--- config.mk ---
export PLATFORM = sky130hd
export DESIGN_NAME = serial_frame_receiver
export DESIGN_NICKNAME = d
export VERILOG_FILES = /design/src/rtl/serial_pkg.sv /design/src/rtl/async_receiver.sv /design/src/rtl/serial_frame_receiver.sv
export SDC_FILE = /design/constraint.sdc
export NUM_CORES = 1
export LEC_CHECK = 0
export ABC_AREA = 1
export ABC_CLOCK_PERIOD_IN_PS = 2040
export CAP_MARGIN = 20
export CORE_UTILIZATION = 55
export DETAILED_ROUTE_END_ITERATION = 10
export PLACE_DENSITY = 0.82
export SYNTH_ARGS = -nofsm -noshare
export SYNTH_HDL_FRONTEND = slang
export SYNTH_HIERARCHICAL = 1
export SYNTH_SLANG_ARGS = --single-unit
--- constraint.sdc ---
create_clock -name clk -period 2.04 [get_ports clk]
set_clock_uncertainty 0.05 [all_clocks]
set_input_delay 0.51 -clock clk [delete_from_list [all_inputs] [get_ports clk]]
set_output_delay 0.51 -clock clk [all_outputs]
set_load 0.02 [all_outputs]
--- src/rtl/serial_pkg.sv ---
// serial_pkg: frame delimiters and state encodings shared by the receiver and parser.
package serial_pkg;
  localparam logic [7:0] CH_AT = 8'h40;
  localparam logic [7:0] CH_SLASH = 8'h2F;
  localparam logic [7:0] CH_LF = 8'h0A;
  typedef enum logic [1:0] {IDLE, GOT_AT, GOT_PAY, GOT_SLASH} parser_state_t;
  typedef enum logic [2:0] {RX_IDLE, RX_START, RX_DATA, RX_STOP, RX_WAIT} rx_state_t;
endpackage

--- src/rtl/async_receiver.sv ---
// async_receiver: 16x-oversampled 8N1 character receiver with framing-error detection.
module async_receiver
  import serial_pkg::*;
#(
  parameter int CLK_FREQ = 50000000,
  parameter int BAUD = 115200
) (
  input  logic       clk,
  input  logic       rst,
  input  logic       rxd,
  output logic       rx_valid,
  output logic [7:0] rx_data,
  output logic       rx_ferr,
  output logic       rx_busy
);
  localparam int DIV = CLK_FREQ / (BAUD * 16);
  logic [1:0] sync;
  logic rxd_s, rxd_q, tick, valid_n, ferr_n;
  logic [15:0] div_cnt;
  logic [3:0] tick_cnt, tick_cnt_n;
  logic [2:0] bit_cnt, bit_cnt_n;
  logic [7:0] shift, shift_n;
  rx_state_t state, state_n;
  assign rxd_s = sync[1];
  assign tick = div_cnt == 16'(DIV - 1);
  assign rx_data = shift;
  assign rx_busy = state == RX_START || state == RX_DATA || state == RX_STOP;
  always_ff @(posedge clk or posedge rst) begin
    if (rst) begin
      sync <= 2'b11;
      rxd_q <= 1'b1;
      div_cnt <= '0;
      state <= RX_IDLE;
      tick_cnt <= '0;
      bit_cnt <= '0;
      shift <= '0;
      rx_valid <= 1'b0;
      rx_ferr <= 1'b0;
    end else begin
      sync <= {sync[0], rxd};
      rxd_q <= rxd_s;
      div_cnt <= tick ? '0 : div_cnt + 16'd1;
      state <= state_n;
      tick_cnt <= tick_cnt_n;
      bit_cnt <= bit_cnt_n;
      shift <= shift_n;
      rx_valid <= valid_n;
      rx_ferr <= ferr_n;
    end
  end
  // tick_cnt wraps 15 -> 0 on its own, so data sampling needs no explicit reload
  always_comb begin
    state_n = state;
    tick_cnt_n = tick ? tick_cnt + 4'd1 : tick_cnt;
    bit_cnt_n = bit_cnt;
    shift_n = shift;
    valid_n = 1'b0;
    ferr_n = 1'b0;
    case (state)
      RX_IDLE: if (rxd_q && !rxd_s) begin
        state_n = RX_START;
        tick_cnt_n = '0;
      end
      RX_START: if (tick && tick_cnt == 4'd7) begin
        state_n = rxd_s ? RX_IDLE : RX_DATA;
        tick_cnt_n = '0;
        bit_cnt_n = '0;
      end
      RX_DATA: if (tick && tick_cnt == 4'd15) begin
        shift_n = {rxd_s, shift[7:1]};
        bit_cnt_n = bit_cnt + 3'd1;
        state_n = bit_cnt == 3'd7 ? RX_STOP : RX_DATA;
      end
      RX_STOP: if (tick && tick_cnt == 4'd15) begin
        valid_n = 1'b1;
        ferr_n = !rxd_s;
        state_n = rxd_s ? RX_IDLE : RX_WAIT;
      end
      RX_WAIT: state_n = rxd_s ? RX_IDLE : RX_WAIT;
      default: state_n = RX_IDLE;
    endcase
  end
endmodule

--- src/rtl/serial_frame_receiver.sv ---
// serial_frame_receiver: parses "@<payload>/\n" frames from a serial line, counting errors.
module serial_frame_receiver
  import serial_pkg::*;
#(
  parameter int CLK_FREQ = 50000000,
  parameter int BAUD = 115200
) (
  input  logic       clk,
  input  logic       rst,
  input  logic       rxd,
  output logic       frame_valid,
  output logic [7:0] frame_data,
  output logic       frame_err,
  output logic [7:0] err_count,
  output logic       rx_busy
);
  logic rx_valid, rx_ferr, fv_n, fe_n;
  logic [7:0] rx_data, payload, payload_n;
  parser_state_t state, state_n;
  async_receiver #(.CLK_FREQ(CLK_FREQ), .BAUD(BAUD)) u_rx (
    .clk(clk), .rst(rst), .rxd(rxd), .rx_valid(rx_valid),
    .rx_data(rx_data), .rx_ferr(rx_ferr), .rx_busy(rx_busy)
  );
  always_ff @(posedge clk or posedge rst) begin
    if (rst) begin
      state <= IDLE;
      payload <= '0;
      frame_valid <= 1'b0;
      frame_err <= 1'b0;
      frame_data <= '0;
      err_count <= '0;
    end else begin
      state <= state_n;
      payload <= payload_n;
      frame_valid <= fv_n;
      frame_err <= fe_n;
      frame_data <= fv_n ? payload : frame_data;
      err_count <= fe_n && err_count != 8'hFF ? err_count + 8'd1 : err_count;
    end
  end
  // a stray '@' mid-frame is taken as the start of the next frame
  always_comb begin
    state_n = state;
    payload_n = payload;
    fv_n = 1'b0;
    fe_n = 1'b0;
    if (rx_valid && rx_ferr) begin
      fe_n = state != IDLE;
      state_n = IDLE;
    end else if (rx_valid) begin
      case (state)
        IDLE: state_n = rx_data == CH_AT ? GOT_AT : IDLE;
        GOT_AT: begin
          payload_n = rx_data;
          state_n = GOT_PAY;
        end
        GOT_PAY: begin
          fe_n = rx_data != CH_SLASH;
          state_n = rx_data == CH_SLASH ? GOT_SLASH : rx_data == CH_AT ? GOT_AT : IDLE;
        end
        GOT_SLASH: begin
          fv_n = rx_data == CH_LF;
          fe_n = rx_data != CH_LF;
          state_n = rx_data == CH_AT && rx_data != CH_LF ? GOT_AT : IDLE;
        end
        default: state_n = IDLE;
      endcase
    end
  end
endmodule
==> flow_summary_export.csv <==
group,metric,value,unit
run_status,run_status,"completed",
power_and_ir_drop,p_leak,1.95,nW
critical_path,regToRegSetupSlack,0.45,ns
sta,rsz0062_at_grt,"false",
power_and_ir_drop,peakVddDrop,0.698,mV
critical_path,crit_family,"buffers and inverters",
synth,avgSynthCellArea,8.42,um^2
placement,port_buffers,21,
floorplan,die_w,79.4,um
route,drt_iter0_markers,139,
synth,syn_inst,391,
cells_and_area,final_layout_size_suffix_gt1_frac,0.126,
sta,period_minus_slack,1.99,ns
grt,grt_pass1_wl,10300,um
min_path,hold_path_class,"reg2reg",
floorplan,design.die.area,0.00630,mm^2
grt,grt_usage,0.214,
cts,post_cts_buffers,0,
grt,grt_pass1_vias,2445,
cts,ctsHoldBuffers,0,
critical_path,required,1.48,ns
placement,dpl.hpwl,4100,um
sta,fin_tns_setup,0,ns
route,wl_per_cell,11.4,um
route,vias,2519,
cts,clkSinkCount,67,
floorplan,pin_count,22,
cells_and_area,diodes,0,
synth,netlist-cell-type-count,32,
critical_path,endpoint_kind,"primary output",
cells_and_area,final_common_cell,"nand2_1",
floorplan,floorplan.rows,27,
critical_path,cp_slowest_stage_delay,0.64,ns
critical_path,slowest_stage,"clkdlybuf4s50_1",
cts,clockBufferDepth,2,
synth,yosysSeqAreaShare,0.511,
cells_and_area,fin_nets,433,
floorplan,start_util,0.583,
flow_run,cap_viol_max_count,0,
sta,period_share,0.973,
cells_and_area,area_growth,15.0,%
route,drc,0,
synth,netlist_area,0.00329,mm^2
cells_and_area,design_area,0.00378,mm^2
route,vias_per_cell,5.03,
sta,max_slew_margin,0.749,
critical_path,critPathMaxFanout,5,
sta,tightest_slew,0.377,ns
placement,postPlaceCellArea,0.00362,mm^2
critical_path,cp_num_buf_inv,1,
critical_path,cp_cell_sequence,"clkdlybuf4s50_1",
grt,grt_start_max_net_pins,40,
synth,ys_ff_latch,67,
sta,hold_viol,0,
critical_path,worst_ep_arrival_time,1.43,ns
cts,htreeDepth,3,
sta,slew_viol_final,0,
floorplan,die_y,79.4,um
critical_path,crit_type,"reg2out",
grt,grt_overflow,0,
placement,place_congestion,0.837,
synth,yosys_warnings,6,
cells_and_area,layout_common_cells,"nand2_1, dfrtp_1, inv_1",
critical_path,r2r_start,"u_rx/div_cnt[0]$_DFF_PP0_",
route,first_pass_iters,4,
critical_path,cp-start-kind,"register",
min_path,min_from,"u_rx/sync[0]$_DFF_PP1_",
route,antenna_left,0,
cts,cts_made_buffers,9,
cells_and_area,fill_cells,454,
floorplan,core_area,0.00564,mm^2
cts,cts_root_buf,"clkbuf_8",
synth,synth_nets,400,
power_and_ir_drop,power_density,741,mW/mm^2
cts,clock_latency,0.34,ns
critical_path,crit_start,"err_count[6]$_DFFE_PP0P_",
cts,cts_tree,"done",
cts,clkSlewWorstSetupHoldPaths,0.07,ns
route,drt_wl_total,5700,um
sta,fmax,0.504,GHz
grt,antenna_found_initial,0,
sta,finalSetupViolations,0,
metrics by stage:
step	setup WS (ns)	utilization	std cells	hold WS, ns	total power (W)
after floorplan	0.529	-	391	0.295	0.00175
after global placement	0.169	0.641	485	0.297	0.00185
after detailed placement	0.174	0.641	485	0.301	0.00186
after CTS	0.0590	0.671	501	0.311	0.00282
after global routing	0.0126	0.671	501	0.316	0.00295
final	0.0546	0.671	501	0.308	0.00280
synth_stat cells, drive strengths merged:
master | count | area [um^2]
nand2 | 130 | 523
xor2 | 13 | 114
nor3b | 2 | 15.0
o221ai | 1 | 8.76
o211ai | 1 | 7.51
nand3 | 35 | 195
ha | 6 | 75.1
clkinv | 2 | 8.75
dfrtp | 64 | 1600
nor4 | 1 | 6.26
dfstp | 3 | 78.8
a21oi | 6 | 30.0
buf | 2 | 10.0
nor2 | 43 | 211
o21ai | 21 | 105
nor3 | 6 | 56.3
xnor2 | 3 | 26.3
inv | 46 | 173
nand4 | 4 | 31.3
a211oi | 1 | 7.51
or2 | 1 | 6.26
sequential cells by signal (all words and copies together), names as in the netlist, 2 cells and up:
register       cells
u_rx/bit_cnt       3
u_rx/rx_data       8
payload            8
u_rx/tick_cnt      4
state              2
u_rx/div_cnt      16
err_count          8
u_rx/sync          2
frame_data         8
u_rx/state         3
metal layers:
layer,GRT usage,share of wire,wire (um),vias up
met5,0,0,0,-
met4,0.118,0.013,74,0
met3,0.0425,0.035,200,9
met2,0.349,0.49,2780,37
met1,0.266,0.46,2650,1174
li1,-,-,-,1299
power by group:
group	total [W]	internal (W)	switching, W
Clock	0.000976	0.000505	0.000470
Combinational	0.000419	0.000131	0.000288
Sequential	0.00141	0.00137	0.0000398
cell type report:
| cell class | count | area (um^2) | area share |
|---|---|---|---|
| multi-input combinational | 274 | 1420 | 0.375 |
| inverter | 48 | 181 | 0.0479 |
| clock buffer | 14 | 163 | 0.0430 |
| clock inverter | 2 | 10.0 | 0.00265 |
| sequential | 67 | 1680 | 0.444 |
| tap | 72 | 90.1 | 0.0238 |
| timing repair buffer | 24 | 240 | 0.0635 |
worst paths after layout:
check,to,cells after the start
min in group asynchronous,u_rx/div_cnt[13]$_DFF_PP0_,3
worst max register to register,u_rx/state[0]$_DFFE_PP0P_,9
max in group asynchronous,err_count[1]$_DFFE_PP0P_,3
worst max-delay path,err_count[6],1
worst min-delay path,u_rx/sync[1]$_DFF_PP1_,0
worst min register to register,u_rx/sync[1]$_DFF_PP1_,0
timing repair:
item,4_1_cts,5_1_grt
setup endpoints to repair,1,1
hold endpoints to repair,0,0
gates resized for setup,1,2
pin swaps,0,0
cells by family (layout without fill, tap and decap cells):
logic type | Yosys count | in the layout | synth area share
flip-flops | 67 | 67 | 0.511
AO/OA/AOI/OAI | 30 | 30 | 0.0483
adder cells (fa/ha/maj) | 6 | 6 | 0.0228
buffers and inverters | 50 | 88 | 0.0582
AND/OR/NAND/NOR | 222 | 222 | 0.317
XOR/XNOR | 16 | 16 | 0.0426
Note: power is estimated with default switching activity, not from simulation.
